`src/rtl/wb_stage.sv`:
```
`default_nettype none
// ============================================================================
// Module   : wb_stage
// Purpose  : MIPS write-back stage. Holds the MEM/WB pipeline register,
//            selects the result (link / extended load / ALU), and is the
//            only driver of the register-file write port. The registered
//            outputs also serve as the WB forwarding source for the hazard
//            unit. A retired-instruction counter is kept for debug.
// Ports    : clk, reset (sync, active-high), stall, flush
//            in_* : MEM-stage instruction fields, captured each cycle
//            RegWrite/WriteReg/WriteData : register-file write port
//            wb_valid, load_misaligned, retired_count : status
// Revision : 1.0 - initial release
// ============================================================================
module wb_stage #(
  parameter int COUNT_W   = 32,
  parameter int SAT_COUNT = 0
) (
  input  logic               clk,
  input  logic               reset,
  input  logic               stall,
  input  logic               flush,
  input  logic               in_valid,
  input  logic               in_reg_write,
  input  logic               in_mem_to_reg,
  input  logic               in_link,
  input  logic [1:0]         in_load_size,
  input  logic               in_load_unsigned,
  input  logic [1:0]         in_addr_lo,
  input  logic [31:0]        in_alu_result,
  input  logic [31:0]        in_mem_rdata,
  input  logic [31:0]        in_pc_plus8,
  input  logic [4:0]         in_write_reg,
  output logic               RegWrite,
  output logic [4:0]         WriteReg,
  output logic [31:0]        WriteData,
  output logic               wb_valid,
  output logic               load_misaligned,
  output logic [COUNT_W-1:0] retired_count
);

  localparam logic [1:0] c_SIZE_WORD = 2'b00;
  localparam logic [1:0] c_SIZE_HALF = 2'b01;
  localparam logic [1:0] c_SIZE_BYTE = 2'b10;

  // MEM/WB pipeline register fields
  logic               valid_q;
  logic               reg_write_q;
  logic               mem_to_reg_q;
  logic               link_q;
  logic [1:0]         load_size_q;
  logic               load_unsigned_q;
  logic [1:0]         addr_lo_q;
  logic [31:0]        alu_result_q;
  logic [31:0]        mem_rdata_q;
  logic [31:0]        pc_plus8_q;
  logic [4:0]         write_reg_q;
  logic [COUNT_W-1:0] count_q;
  logic [COUNT_W-1:0] count_d;

  logic               misaligned_w;
  logic [7:0]         byte_w;
  logic [15:0]        half_w;
  logic [31:0]        load_data_w;
  logic               retire_w;

  always_ff @(posedge clk) begin
    if (reset) begin
      valid_q         <= 1'b0;
      reg_write_q     <= 1'b0;
      mem_to_reg_q    <= 1'b0;
      link_q          <= 1'b0;
      load_size_q     <= 2'b00;
      load_unsigned_q <= 1'b0;
      addr_lo_q       <= 2'b00;
      alu_result_q    <= 32'd0;
      mem_rdata_q     <= 32'd0;
      pc_plus8_q      <= 32'd0;
      write_reg_q     <= 5'd0;
    end else if (flush) begin
      // Only the control bits matter for a bubble; data fields are left as is.
      valid_q     <= 1'b0;
      reg_write_q <= 1'b0;
    end else if (!stall) begin
      valid_q         <= in_valid;
      reg_write_q     <= in_reg_write;
      mem_to_reg_q    <= in_mem_to_reg;
      link_q          <= in_link;
      load_size_q     <= in_load_size;
      load_unsigned_q <= in_load_unsigned;
      addr_lo_q       <= in_addr_lo;
      alu_result_q    <= in_alu_result;
      mem_rdata_q     <= in_mem_rdata;
      pc_plus8_q      <= in_pc_plus8;
      write_reg_q     <= in_write_reg;
    end
  end

  // Misalignment only applies to a real load whose result is actually used.
  always_comb begin
    misaligned_w = 1'b0;
    if (valid_q && mem_to_reg_q && !link_q) begin
      case (load_size_q)
        c_SIZE_HALF: misaligned_w = addr_lo_q[0];
        c_SIZE_BYTE: misaligned_w = 1'b0;
        default:     misaligned_w = (addr_lo_q != 2'b00); // word and 11
      endcase
    end
  end

  // Lane extraction and extension (little-endian lanes)
  always_comb begin
    byte_w = mem_rdata_q[8*addr_lo_q +: 8];
    half_w = addr_lo_q[1] ? mem_rdata_q[31:16] : mem_rdata_q[15:0];
    case (load_size_q)
      c_SIZE_HALF: load_data_w = {{16{half_w[15] & ~load_unsigned_q}}, half_w};
      c_SIZE_BYTE: load_data_w = {{24{byte_w[7] & ~load_unsigned_q}}, byte_w};
      c_SIZE_WORD: load_data_w = mem_rdata_q;
      default:     load_data_w = mem_rdata_q;
    endcase
  end

  always_comb begin
    if (link_q) begin
      WriteData = pc_plus8_q;
    end else if (mem_to_reg_q) begin
      WriteData = load_data_w;
    end else begin
      WriteData = alu_result_q;
    end
  end

  assign RegWrite        = valid_q & reg_write_q & (write_reg_q != 5'd0) & ~misaligned_w;
  assign WriteReg        = write_reg_q;
  assign wb_valid        = valid_q;
  assign load_misaligned = misaligned_w;

  // An instruction retires on the edge where it leaves WB, so a stalled
  // instruction is counted exactly once.
  assign retire_w = valid_q & ~stall & ~misaligned_w;

  generate
    if (SAT_COUNT != 0) begin : g_sat
      always_comb begin
        count_d = count_q;
        if (retire_w && !(&count_q)) begin
          count_d = count_q + {{(COUNT_W-1){1'b0}}, 1'b1};
        end
      end
    end else begin : g_wrap
      always_comb begin
        count_d = count_q;
        if (retire_w) begin
          count_d = count_q + {{(COUNT_W-1){1'b0}}, 1'b1};
        end
      end
    end
  endgenerate

  always_ff @(posedge clk) begin
    if (reset) begin
      count_q <= '0;
    end else begin
      count_q <= count_d;
    end
  end

  assign retired_count = count_q;

endmodule
`default_nettype wire

```
`config.mk`:
```
export PLATFORM = sky130hd
export DESIGN_NAME = wb_stage
export DESIGN_NICKNAME = d
export VERILOG_FILES = /design/src/rtl/wb_stage.sv
export SDC_FILE = /design/constraint.sdc
export NUM_CORES = 1
export LEC_CHECK = 0
export ABC_AREA = 1
export BUFFER_PORTS_ARGS = -buffer_cell sky130_fd_sc_hd__buf_2
export CAP_MARGIN = 25
export CORE_MARGIN = 1.5
export CORE_UTILIZATION = 45
export CTS_BUF_LIST = sky130_fd_sc_hd__clkbuf_16
export DETAILED_ROUTE_END_ITERATION = 10
export PLACE_DENSITY = 0.76
export SYNTH_ARGS = -nofsm -noshare
export SYNTH_HDL_FRONTEND = slang
export SYNTH_SLANG_ARGS = --single-unit
```
`constraint.sdc`:
```
create_clock -name clk -period 2 [get_ports clk]
set_input_delay 0 -clock clk [delete_from_list [all_inputs] [get_ports clk]]
set_output_delay 0 -clock clk [all_outputs]
set_load 0.02 [all_outputs]
```
# [Word level (Yosys, flattened, before mapping)]
# Cells that the tools add are included.
[word_totals] out_inout_bits=72 inputBits=114 regBits=142 word_cells=40
[classes] bitwise_logic=11 muxes=6 reduce_logical=7 n_eq_ne=2 n_addsub=1 shift=1
[ops] op="$mux 32" n=2
[ops] op="$pmux 32 s2" n=1
[ops] op="$add 32x1->32 const B" n=1
[ops] op="$shiftx 32x6->8" n=1
[ops] op="$mux 16" n=1
[ops] op="$and 1x1->1" n=7
[ops] op="$reduce_bool 5->1" n=1
[ops] op="$not 1->1" n=4
[ops] op="$eq 2x1->1 const B" n=1
[ops] op="$eq 2x2->1 const B" n=1
[ops] op="$logic_and 1x1->1" n=2
[ops] op="$pmux 1 s2" n=1
[ops] op="$reduce_and 2->1" n=1
[ops] op="$reduce_bool 2->1" n=1
[ops] op="$reduce_or 2->1" n=1
[ops] op="$logic_not 1->1" n=1
[ops] op="$mux 1" n=1

# [Depth between registers and ports, before layout]
# Gate-level depths: netlist of the first run.
[depth] word_depth=5 depth_mapped=12 ltp_nobuf=11

# [Worst setup path after synthesis of the first run]
# No wires, ideal clock.
[synth_path] path_kind="register to output" startpoint="register load_size_q[0]" endpoint="output RegWrite" t_arrival_ns=2.154 required_ns=2.000 stages_incl_launch_ff=8 n_path_buf=0 path_slack_ns=-0.154 cell_sequence="dfxtp_1 > inv_1 > ha_1 > inv_1 > nand2_1 > nand3_2 > inv_1 > a2111oi_0"
[synth_between] elab_chain_cells=5 elab_cells_between_ends=6
[synth_rtl] element="start, declared" line="51" rtl="logic [1:0] load_size_q;"
[synth_rtl] element="start signal, assigned" line="89" rtl="load_size_q <= in_load_size;"
[synth_rtl] element="$eq 2x2->1 / $eq 2x1->1 (equally long branches)" line="103" rtl="case (load_size_q)"
[synth_rtl] element="$pmux 1 s2 (*)" line="103"
[synth_rtl] element="$mux 1 (*)" line="102" rtl="if (valid_q && mem_to_reg_q && !link_q) begin"
[synth_rtl] element="via load_misaligned" line="38" rtl="output logic load_misaligned,"
[synth_rtl] element="$not 1->1 (*)" line="133" rtl="assign RegWrite = valid_q & reg_write_q & (write_reg_q != 5'd0) & ~misaligned_w;"
[synth_rtl] element="$and 1x1->1 (*)" line="133"
[synth_rtl] element="end, declared" line="34" rtl="output logic RegWrite,"
# Mark *: on every way through the listed nets, which the timed path passes. The rest lies on a longest branch.

# [Worst setup path in the final report of the first run]
[layout_path] startpoint="register load_size_q[0]" endpoint="output WriteData[19]"
[layout_between] elab_chain_cells=4 elab_cells_between_ends=5
[layout_rtl] element="$eq 2x2->1 / $eq 2x1->1 (equally long branches)" line="115" rtl="case (load_size_q)"
[layout_rtl] element="$pmux 32 s2 (*)" line="115"
[layout_rtl] element="$mux 32 (*)" line="126" rtl="end else if (mem_to_reg_q) begin"
[layout_rtl] element="$mux 32 (*)" line="124" rtl="if (link_q) begin"
[layout_rtl] element="end, declared" line="36" rtl="output logic [31:0] WriteData,"
# Mark *: on every way between the ends. The rest lies on a longest branch, timed or not.

==> impl.org, run 1 <==
** Run status
- Status :: finished, final reports clean

** Critical path
- Arrival time of the worst setup path :: 1.98 ns
- R2R setup slack :: 0.21 ns
- The worst register-to-register path has a depth of 11.
- Along the worst path, the maximum fanout reaches 8.
- The endpoint identified for the worst register-to-register timing path is retired_count[31].
- Cell mode on critical path :: sky130_fd_sc_hd__nand2_1
- Worst r2r src :: load_size_q[0]
- At the worst endpoint, the required time is 2.00 ns.
- STA classifies the critical path startpoint as a flop.
- The slowest stage of the critical path belongs to the cell sky130_fd_sc_hd__dfxtp_2.
- In this design, the stage delay of the slowest critical-path cell is 0.32 ns.
- By startpoint and endpoint, the worst setup path is classified as reg2out.
- The worst setup path is captured at a primary output.
- CP Cell Sequence :: buf_4, ha_4, and2_4, o21ai_4, buf_12, buf_16, nand2_2, nand2_1, nand2_1, buf_6

** Yosys
- Counting flops with an async set or reset pin after synthesis yields a share of 0%.
- Post-synth top flop :: sky130_fd_sc_hd__dfxtp_1
- Number of synthesized register bits :: 142
- The netlist uses 36 different library cells.
- Net count of the mapped netlist :: 1223
- Yosys warning count :: 0
- The synthesized design contains 0 enable-type register cells.
- Each instance of the synthesized netlist takes up on average 6.394 µm².
- The cell area that synthesis handed to floorplanning was 7072 µm².
- After synthesis, flip-flops and latches occupy 40.20% of the total area.
- In the synthesized netlist, the number of instances is 1106.

** Global routing
- Total global routing overflow :: 0
- Vias in the first global route :: 7966
- Entering global routing, the biggest net connects 86 pins.
- Antenna violations before repair :: 0
- Total routing usage reported by global routing :: 31.23%
- First-pass GRT wire length :: 40.06 mm

** Die
- Std-Cell Core Area :: 15260 µm²
- Total die area :: 16480 µm²
- Count of pins on the block boundary :: 186
- Initial standard-cell utilization of the core :: 46.35%
- The floorplan has 45 rows.
- Die height :: 128.4 µm
- Die width :: 128.4 µm

** Finish
- Relative area change from synthesis to final layout :: 45.63%
- The top cell types in the final layout, fill and taps aside, are sky130_fd_sc_hd__nor2_1, sky130_fd_sc_hd__nand2_1, sky130_fd_sc_hd__buf_2.
- Leaving out fill and tap cells, the most frequent cell in the layout is sky130_fd_sc_hd__nor2_1.
- The post-route netlist has 23.45% of its cells at a drive strength greater than 1.
- Filler Cell Count :: 1256
- Measured on the finished design, the core utilization comes to 67.49%.
- Layout Nets :: 1511
- Final antenna diode count :: 0

** Power
- VDD sags by at most 640.6 µV.
- P_leak :: 0.004525 µW
- Power per Cell Area :: 738.7 nW/µm²
- Overall power consumption after layout is estimated at 7608 µW.

** STA
- After layout, the worst path uses 98.82% of the clock period.
- Hold Fails Final Rpt :: 0
- Fmax :: 506.0 MHz
- The worst path needs 1.976 ns of the cycle, external delays included.
- Clock skew after layout :: 0.01116 ns
- Worst slew margin relative to its limit :: 46.54%
- Setup repair after global routing could not meet its margin everywhere.
- For the pin with the worst max-slew slack, the measured transition is 0.8019 ns.
- Setup violation total in the final timing report :: 0
- Max Transition Viols Final :: 0

** Clock network
- The number of clock buffers added by TritonCTS is 17.
- The longest clock path from root to sink contains 2 buffers.
- Clock transition at the registers of the reported paths :: 0.06 ns
- CTS tree :: built
- The H-tree was split into 4 levels.
- Clock insertion delay at the later pin of the skew report :: 0.43 ns
- CTS Root Cell :: sky130_fd_sc_hd__clkbuf_16
- Number of sinks driven by the clock tree :: 142

** Hold path
- The tightest min-delay check is of the in2reg type.
- In this run the most critical hold path is launched from reset.
- Endpoint of the worst hold-timing path :: retired_count[21]
- Counting instances, the worst hold path has a depth of 2.

** Flow run
- Number of max-cap violations :: 0

** Placement
- During placement, the flow inserted port buffers numbering 185.
- Routability-driven placement finished with a final weighted congestion of 0.9532.
- Post-detailed-placement half-perimeter wirelength :: 16.12 mm

** Routing
- Detailed-route via count :: 8543
- The first routing iteration left 804 violations.
- In the routed layout, each cell is associated on average with a via count of 5.280.
- The routed design has 26.26 mm of wire.
- WL/cell :: 16.23 µm
- The count of nets left with antenna violations once routing finished came out at 0.
- Before antenna repair, the detailed router went through 6 iterations.
- In the routed design, unresolved DRC markers number 0.
[Yosys cell counts, types with 2 or more instances]
cell                          n  share of area (%)
sky130_fd_sc_hd__a2111oi_0    3               0.37
sky130_fd_sc_hd__a21oi_1     88                6.2
sky130_fd_sc_hd__a21oi_2      9                1.1
sky130_fd_sc_hd__buf_2       18                1.3
sky130_fd_sc_hd__buf_4        2               0.21
sky130_fd_sc_hd__buf_6        2               0.32
sky130_fd_sc_hd__buf_8        2               0.42
sky130_fd_sc_hd__clkbuf_1    37                2.0
sky130_fd_sc_hd__dfxtp_1    142                 40
sky130_fd_sc_hd__ha_1         3               0.53
sky130_fd_sc_hd__inv_1       57                3.0
sky130_fd_sc_hd__nand2_1    267                 14
sky130_fd_sc_hd__nand2_2      3               0.27
sky130_fd_sc_hd__nand3_1     30                2.1
sky130_fd_sc_hd__nand4_1      3               0.27
sky130_fd_sc_hd__nor2_1     267                 14
sky130_fd_sc_hd__nor2_2       6               0.53
sky130_fd_sc_hd__nor3_1       3               0.21
sky130_fd_sc_hd__nor3_2       2               0.28
sky130_fd_sc_hd__o21a_1       2               0.21
sky130_fd_sc_hd__o21ai_0    133                9.4
sky130_fd_sc_hd__o21ai_1      9               0.64
sky130_fd_sc_hd__o21bai_1     2               0.21
sky130_fd_sc_hd__xnor2_1      2               0.25
sky130_fd_sc_hd__xor2_1       3               0.37
[metal layers]
metal  GRT usage, %  part of all wire (%)
met1          40.77                    43
met2          48.42                    44
met3          6.944                   7.9
met4          16.66                   4.6
met5              0                     0
[worst max path at each step]
stage / from / to / slack, ns / cells after the start
after CTS: load_size_q[0] / WriteData[16] / -0.02 / 12
after floorplan: load_size_q[0] / RegWrite / 0.10 / 7
after global placement: load_size_q[1] / WriteData[3] / 0.21 / 9
after detailed placement: load_size_q[1] / WriteData[4] / 0.19 / 9
final: load_size_q[0] / WriteData[19] / 0.02 / 10
after global routing: load_size_q[0] / WriteData[19] / -0.08 / 13
[what timing repair did]
action / 4_1_cts / 5_1_grt
endpoints found under the hold margin: 110 / 0
endpoints found under the setup margin: 33 / 32
gates resized for setup: 30 / 90
buffers inserted: 4 / 8
pin swaps: 2 / 21
hold buffers: 113 / 0
cloned: 1 / 0
[critical path: cells and delay by family (launching register included)]
kind	cells	cell delay [ns]
flops	1	0.32
buf+inv	4	0.52
compound gates	1	0.19
simple gates	4	0.35
fa+ha+maj	1	0.17
[sequential cells by signal, indices dropped and copies added (netlist names), 2 cells and up]
signal,flops
alu_result_q,32
mem_rdata_q,32
retired_count,32
pc_plus8_q,32
WriteReg,5
addr_lo_q,2
load_size_q,2
[power breakdown]
part	leakage, µW	internal, µW	total, µW	switching [µW]
clock network	0.000284	1830	3120	1290
registers	0.00117	2980	3070	95.9
logic	0.00307	605	1410	807
total	0.00452	5410	7610	2200
[stage by stage]
step | setup TNS, ns | instances | hold WS [ns] | worst slack [ns] | instance area [µm²]
after floorplan | 0 | 1106 | 0.08976 | 0.1032 | 7073
after global placement | 0 | 1461 | 0.2205 | 0.2085 | 8155
after detailed placement | 0 | 1461 | 0.2255 | 0.1866 | 8155
after CTS | -0.1652 | 1611 | 0.01044 | -0.02454 | 10020
after global routing | -0.3916 | 1618 | 0.03165 | -0.07761 | 10300
final | 0 | 1618 | 0.01704 | 0.02358 | 10300
[layout make-up]
cell class | count | area [µm²] | area share, %
inverter | 59 | 224.0 | 2.175
tap | 211 | 264.0 | 2.563
clock inverter | 15 | 145.1 | 1.409
clock buffer | 17 | 425.4 | 4.131
sequential | 142 | 2848 | 27.65
timing repair buffer | 331 | 2486 | 24.14
multi-input combinational | 843 | 3906 | 37.93
[cell families (layout without fill, tap and decap cells)]
group           after synthesis  in the layout  share of synthesized area (%)
simple gates                586            586                          32.66
xor+xnor                      5              5                         0.6194
compound gates              249            249                          18.61
buf+inv                     121            422                          7.378
fa+ha+maj                     3              3                         0.5308
flops                       142            142                          40.20
Power figures use the tool's default switching activity.
==> inputs of run 2 (changes only) <==
--- a/config.mk
+++ b/config.mk
@@ -5,8 +5,7 @@
 export SDC_FILE = /design/constraint.sdc
 export NUM_CORES = 1
 export LEC_CHECK = 0
-export ABC_AREA = 1
-export BUFFER_PORTS_ARGS = -buffer_cell sky130_fd_sc_hd__buf_2
+export BUFFER_PORTS_ARGS = -buffer_cell sky130_fd_sc_hd__buf_4
 export CAP_MARGIN = 25
 export CORE_MARGIN = 1.5
 export CORE_UTILIZATION = 45
==> run 2 against run 1 <==
Compared with the run above:
- final cell count is 14% lower
- combinational power is 4% lower
- register-to-register slack worse by 0.15 ns
- non-clock buffer count is 7 higher
- largest power group unchanged
- clock-buffer cell count stayed put
- maximum frequency is 9.0% lower
- largest cell class unchanged
- clock skew is 0.0050 ns lower
- via count is 8.4% lower
- the flow now finishes with violations (setup timing)
- final area is 5.2% higher
==> impl.org, run 2 <==
** Yosys
- Cell type contributing the most total cell area after synthesis :: sky130_fd_sc_hd__dfxtp_1
- Number of flops mapped to enable cells by yosys :: 0
- Yosys warning count :: 0
- Synthesized instance count :: 898
- Ranked by total cell area, the synthesized netlist is headed by sky130_fd_sc_hd__dfxtp_1, sky130_fd_sc_hd__nand2_1, sky130_fd_sc_hd__a21oi_1.
- Net count of the mapped netlist :: 1015
- Number of synthesized register bits :: 142
- The mapped netlist covers 6884 µm².
- Post-synth cell types :: 51
- Area share of the largest cell type after synthesis :: 41.29%
- sky130_fd_sc_hd__nand2_1 is the most common cell in the netlist.
- Fraction of registers with async set or reset after synthesis :: 0%
- Top cell types by occurrence after synthesis :: sky130_fd_sc_hd__nand2_1, sky130_fd_sc_hd__a21oi_1, sky130_fd_sc_hd__dfxtp_1
- Post-synth top flop :: sky130_fd_sc_hd__dfxtp_1
- Share of synthesized area occupied by flip-flops and latches :: 41.29%
- Mean instance size in the synthesized netlist :: 7.666 µm²

** Finish
- Layout Nets :: 1299
- The top cell types in the final layout, fill and taps aside, are sky130_fd_sc_hd__nand2_1, sky130_fd_sc_hd__buf_4, sky130_fd_sc_hd__a21oi_1.
- Final instance area :: 10840 µm²
- Compared with the post-synthesis result, the final layout area differs by 57.43%.
- Sequential Area :: 2860 µm²
- In the final layout, the share of cells above drive strength 1 is 28.37%.
- The multi-input combinational cells in the finished layout cover a total of 3995 µm².
- Leading cell type in the layout, fill and taps excluded :: sky130_fd_sc_hd__nand2_1
- Filler Cell Count :: 1049

** Die
- In this run the horizontal extent of the chip is 126.7 µm.
- The floorplan has 45 rows.
- The floorplan step defined a core boundary enclosing 15090 µm².
- The die covers 16050 µm².
- For this design the top-level I/O count stands at 186.
- For this configuration, the core starts out at a cell density of 45.62%.
- Die height :: 126.7 µm

** Global routing
- Entering global routing, the biggest net connects 68 pins.
- After global routing the overflow that remains totals 0.
- The first global-routing pass estimated 38.11 mm of wire.
- Global routing used 29.79% of the available tracks.
- Vias in the first global route :: 7598
- The number of antenna violations at the first check in global routing was 2.

** Hold path
- Endpoint of the worst hold-timing path :: mem_to_reg_q
- Worst hold path depth :: 4
- Hold_sp :: stall
- Type of the most critical hold path :: in2reg

** Clock network
- CTS Root Cell :: sky130_fd_sc_hd__clkbuf_16
- Counting every sink on the clock net gives 142.
- Clock-pin slew was measured on the worst setup and hold paths at 0.06 ns.
- The H-tree was split into 4 levels.
- CTS tree :: built
- In this run the deepest clock path goes through 2 buffers.
- Clock tree synthesis inserted a total of 17 buffers.
- For the worst-skew pair, the clock arrives at the later sink with an insertion delay of 0.43 ns.

** Placement
- Placed cell area :: 8539 µm²
- Gpl congestion :: 0.8340
- Detailed placement finished with a half-perimeter wire length of 14.34 mm.
- IO buf count :: 185

** Power
- In this run the static leakage power is 0.004324 µW.
- Overall power consumption after layout is estimated at 7660 µW.
- For this design the ratio of total power to cell area is 706.8 nW/µm².
- Peak supply drop :: 657.0 µV

** Run status
- Violations in the final reports :: setup timing
- Status :: finished, violations left

** STA
- Portion of the clock cycle consumed by the worst path in the final layout :: 108.6%
- At the pin with the least slew margin, the transition time is 0.7164 ns.
- Timing would allow up to 460.2 MHz.
- Max Transition Viols Final :: 0
- Setup repair after global routing could not meet its margin everywhere.
- Hold timing on the final database bottoms out at a slack of 0.05325 ns.
- The worst path in the final design needs a cycle of 2.173 ns, including I/O delays and setup.
- Clock skew after layout :: 0.006179 ns
- The final number of hold-violating endpoints was 0.
- Setup violations remaining at the end of the flow were counted as 29.
- The worst pin sits at a relative slew slack of 52.24%.
- Worst-case setup margin in the final layout :: -0.1728 ns

** Routing
- For this block, the initial DRC count from the detailed router was 775.
- Detailed-route via count :: 7828
- Wire length after detailed routing :: 24.82 mm
- In the routed design, unresolved DRC markers number 0.
- WL/cell :: 17.92 µm
- In the routed layout, each cell is associated on average with a via count of 5.652.
- The count of nets left with antenna violations once routing finished came out at 0.
- Number of iterations in the first detailed-routing pass :: 5

** Critical path
- Category of the worst setup path launch point :: flop
- Worst r2r src :: load_size_q[1]
- By startpoint and endpoint, the worst setup path is classified as reg2out.
- Counting cells, the worst reg-to-reg path comes to 8.
- The worst register-to-register path ends at retired_count[31].
- Top fanout value on the critical path :: 8
- Arrival time of the worst setup path :: 2.17 ns
- For the worst setup path, the data required time is 2.00 ns.
- Setup slack on the worst reg-to-reg path comes out at 0.06 ns.
- Capturing element type of the critical path :: primary output
- CP Launch Point :: load_size_q[1]

** Flow run
- Number of max-cap violations :: 0
-- run 2: cell count changes after synthesis, sizes merged, moves of 15 or more --
cell / before / now
a21oi: 97 / 164
o21ai: 143 / 20
nand3: 31 / 11
inv: 58 / 19
nor2b: 0 / 26
o22ai: 0 / 15
mux2: 0 / 24
nor2: 274 / 29
nand2: 271 / 249
-- run 2: layout make-up --
type,instances,share of cell area [%]
diodes,2,0.04618
inverters,19,0.6580
clock inverters,15,1.628
well taps,188,2.170
repair buffers,338,28.32
multi-input cells,664,36.86
flip-flops and latches,142,26.39
clock buffers,17,3.925
-- run 2: cells by family after synthesis --
| kind of cell | after synthesis | share of synthesized area, % |
|---|---|---|
| flops | 142 | 41.29 |
| mux | 28 | 4.744 |
| fa+ha+maj | 3 | 0.5453 |
| buf+inv | 92 | 5.852 |
| simple gates | 381 | 26.06 |
| xor+xnor | 1 | 0.1272 |
| compound gates | 251 | 21.37 |
-- run 2: per-layer routing --
metal  up-vias  routed length [µm]  global-route usage (%)  part of all wire, %
met1      3690                9982                   36.63                   40
met4         0                 883                   12.10                  3.6
li1       3672                   -                       -                    -
met3        80                1769                   6.073                  7.1
met5         -                   0                       0                    0
met2       386               12190                   51.14                   49
-- run 2: how the worst max path moves through the flow --
stage / slack, ns / cells after the start / endpoint
2_1_floorplan: 0.03 / 8 / retired_count[28]
3_5_place_dp: -0.001 / 7 / retired_count[31]
5_1_grt: -0.22 / 9 / WriteData[16]
4_1_cts: -0.14 / 10 / WriteData[30]
3_3_place_gp: 0.05 / 7 / retired_count[31]
6_report: -0.17 / 9 / WriteData[21]
-- run 2: worst max-delay path: stages, from the launching register on --
cell and delay (ns):
sky130_fd_sc_hd__dfxtp_4 0.37, sky130_fd_sc_hd__inv_2 0.05, sky130_fd_sc_hd__ha_4 0.16, sky130_fd_sc_hd__buf_6 0.11, sky130_fd_sc_hd__a21o_1 0.15, sky130_fd_sc_hd__a22o_1 0.23, sky130_fd_sc_hd__a31oi_4 0.25, sky130_fd_sc_hd__buf_8 0.20
sky130_fd_sc_hd__a21oi_2 0.07, sky130_fd_sc_hd__buf_4 0.16
-- run 2: per-stage QoR --
stage / std cells / setup TNS, ns / util (%) / setup WS (ns)
6_report: 1385 / -3.446 / 71.82 / -0.1728
5_1_grt: 1385 / -5.188 / 71.82 / -0.2217
4_1_cts: 1383 / -2.389 / 70.42 / -0.1449
3_5_place_dp: 1230 / -0.001356 / 56.59 / -0.001356
3_3_place_gp: 1230 / 0 / 56.59 / 0.04799
2_1_floorplan: 898 / 0 / - / 0.03007
-- run 2: what timing repair did --
item | CTS | global route
setup buffers | 6 | 1
resized for setup | 63 | 49
hold buffers | 112 | 0
gates cloned | 3 | 1
pin swaps | 9 | 5
endpoints found under the hold margin | 110 | 0
setup endpoints to repair | 36 | 49
-- run 2: where the power goes --
part / switching [µW] / internal (µW) / total (µW)
logic: 687 / 676 / 1360
clock network: 1230 / 2060 / 3290
registers: 81.4 / 2930 / 3010
==> inputs of run 3 (changes only) <==
==> config.mk (replaced) <==
export PLATFORM = sky130hd
export DESIGN_NAME = wb_stage
export DESIGN_NICKNAME = d
export VERILOG_FILES = /design/src/rtl/wb_stage.sv
export SDC_FILE = /design/constraint.sdc
export NUM_CORES = 1
export LEC_CHECK = 0
export CAP_MARGIN = 25
export CORE_MARGIN = 1.5
export CORE_UTILIZATION = 45
export CTS_BUF_LIST = sky130_fd_sc_hd__clkbuf_16
export DETAILED_ROUTE_END_ITERATION = 10
export DONT_BUFFER_PORTS = 1
export PLACE_DENSITY = 0.66
export SYNTH_ARGS = -nofsm -noshare
export SYNTH_HDL_FRONTEND = slang
export SYNTH_SLANG_ARGS = --single-unit
==> run 3 against run 2 <==
Compared with the run above:
- the run still ends with setup timing left
- sequential power is essentially flat
- first-iteration DRC count shrank 35%
- worst setup slack gained 0.027 ns
- via count shrank 9.5%
- total power shrank 6.5%
- global-route usage shrank 2.5 points
- maximum frequency grew 1.3%
- clock skew grew 0.0021 ns
- largest cell class unchanged
- largest power group unchanged
==> impl.org, run 3 (synthesis gave the netlist of run 2 again) <==
** Critical path
- Capturing element type of the critical path :: primary output
- The setup path with the least slack is of type reg2out.
- Category of the worst setup path launch point :: flop
- The worst register-to-register path has a depth of 7.
- Traced cell by cell, the critical path runs through inv_4, ha_4, buf_6, a21o_1, a22o_1, a31oi_4, buf_12, a21oi_2, buf_4.
- Slowest stage cell, crit path :: sky130_fd_sc_hd__dfxtp_4
- Arrival time of the worst setup path :: 2.15 ns
- Critical path's largest stage delay :: 0.37 ns
- At the worst endpoint, the required time is 2.00 ns.
- R2R setup slack :: 0.05 ns
- Top fanout value on the critical path :: 8

** Clock network
- Clock tree buffer depth :: 2
- Max H-tree Level :: 4
- At the later pin of the worst-skew pair, clock insertion delay measures 0.43 ns.
- The tree is rooted in a sky130_fd_sc_hd__clkbuf_16.
- After clock tree synthesis, the clock-pin slew on the worst setup and hold paths is 0.06 ns.
- CTS tree :: built
- Number of buffers added by the clock tree synthesis step :: 17
- The clock drives 142 sinks.

** Global routing
- Entering global routing, the biggest net connects 108 pins.
- Total routing usage reported by global routing :: 27.24%
- First-pass GRT wire length :: 34.47 mm
- The number of global-route vias before repair came to 6668.
- Total global routing overflow :: 0
- The number of antenna violations at the first check in global routing came to 0.

** Power
- After layout, the design draws a total of 7162 µW.
- Net switching is 26.75% of the power.
- In this run the static leakage power is 0.003702 µW.
- Register share of total power :: 42.0%
- Power spread over the standard cell area amounts to 737.9 nW/µm².
- Switching power summed over all nets :: 1916 µW
- The clock network is responsible for 42.5% of the overall power.
- Peak supply drop :: 588.6 µV
- Internal power comes to 5246 µW.
- Share of total power in combinational logic :: 15.5%

** STA
- Final worst hold slack :: 0.08001 ns
- Max Transition Viols Final :: 0
- Worst-case setup margin in the final layout :: -0.1459 ns
- Setup repair after global routing missed its margin :: yes
- Worst slew margin relative to its limit :: 65.45%
- Hold Fails Final Rpt :: 0
- Timing would allow up to 466.0 MHz.
- Transition time at the pin with the least slew margin :: 0.5183 ns
- Clock skew after layout :: 0.008265 ns
- Of the available clock period, the critical path in the final layout requires 107.3%.
- Counting I/O delays and the setup requirement, the final critical path takes 2.146 ns.
- Setup violations remaining at the end of the flow were counted as 25.

** Routing
- The detail route stage leaves a number of antenna-violating nets equal to 0.
- The first detailed-routing pass ran for 5 iterations.
- The detailed router finished its first iteration with 504 violations.
- Detailed-route via count :: 7083
- Via-to-Cell Ratio :: 5.694
- Wire length after detailed routing :: 22.28 mm
- DRC viols :: 0
- Dividing the detail-routed wire length by the instance count gives 17.91 µm.

** Die
- After floorplanning, the core was sized to cover 15090 µm².
- The floorplan step set the die height to 126.7 µm.
- For this design the top-level I/O count stands at 186.
- In this run the horizontal extent of the chip is 126.7 µm.
- The die covers 16050 µm².
- For this configuration, the core starts out at a cell density of 45.62%.
- The initialized floorplan defines 45 standard-cell rows.

** Finish
- Leading cell type in the layout, fill and taps excluded :: sky130_fd_sc_hd__nand2_1
- After routing the design area is 9706 µm².
- Relative area change from synthesis to final layout :: 40.99%
- Layout Nets :: 1161
- Commonest cells after routing, fill and taps aside :: sky130_fd_sc_hd__nand2_1, sky130_fd_sc_hd__a21oi_1, sky130_fd_sc_hd__dfxtp_1
- Layout cells sized above 1 :: 18.18%
- Filler Cell Count :: 1224
- The repair_antennas step left the layout with diodes totalling 0.

** Placement
- IO buf count :: 0
- Gpl congestion :: 0.8371
- Placed cell area :: 7458 µm²
- Post-detailed-placement half-perimeter wirelength :: 13.14 mm

** Run status
- The run finished, with violations left.
- Violations in the final reports :: setup timing

** Hold path
- Worst hold path depth :: 4
- Type of the most critical hold path :: in2reg

** Flow run
- Number of max-cap violations :: 0
## run 3: final cells by class
class	count	area [µm²]	share of cell area (%)
multi-input combinational	664	3946	40.66
sequential	142	2859	29.46
timing repair buffer	200	2034	20.96
clock buffer	17	425.4	4.383
tap	188	235.2	2.424
clock inverter	14	128.9	1.328
inverter	19	76.32	0.7864
## run 3: final timing paths
check	from	to
max	load_size_q[1]	WriteData[20]
min	stall	alu_result_q[10]
max reg2reg	load_size_q[0]	retired_count[28]
min reg2reg	alu_result_q[21]	alu_result_q[21]
## run 3: power groups by stage
| stage | Clock (µW) | Combinational [µW] | Sequential, µW |
|---|---|---|---|
| final | 3040 | 1110 | 3010 |
| after floorplan | 0 | 534 | 3040 |
| after detailed placement | 0 | 725 | 3070 |
| after CTS | 3070 | 1040 | 3010 |
| after global routing | 3200 | 1180 | 3020 |
| after global placement | 0 | 718 | 3070 |
## run 3: critical path, delay by kind of cell, from the launching register on
kind	cells	cell delay [ns]
compound gates	4	0.71
flops	1	0.37
buf+inv	4	0.50
fa+ha+maj	1	0.15
## run 3: timing repair
action	CTS	global route
endpoints found under the setup margin	37	46
pin swaps	7	17
resized for setup	54	56
setup buffers	5	1
gates cloned	3	1
hold buffers	114	0
hold endpoints to repair	142	0
## run 3: metrics by stage
step | std cells | setup TNS [ns] | util [%] | setup WS, ns
2_1_floorplan | 898 | 0 | - | 0.03007
3_3_place_gp | 1091 | 0 | 49.43 | 0.03517
3_5_place_dp | 1091 | -0.04725 | 49.43 | -0.02986
4_1_cts | 1244 | -2.305 | 62.93 | -0.1466
5_1_grt | 1244 | -4.056 | 64.32 | -0.1962
6_report | 1244 | -2.541 | 64.32 | -0.1459
## run 3: per-layer routing
metal | track usage (%) | vias up | routed length [µm]
li1 | - | 3404 | -
met1 | 35.21 | 3350 | 9636
met2 | 43.01 | 284 | 10450
met3 | 7.296 | 45 | 1629
met4 | 11.76 | 0 | 569
met5 | 0 | - | 0
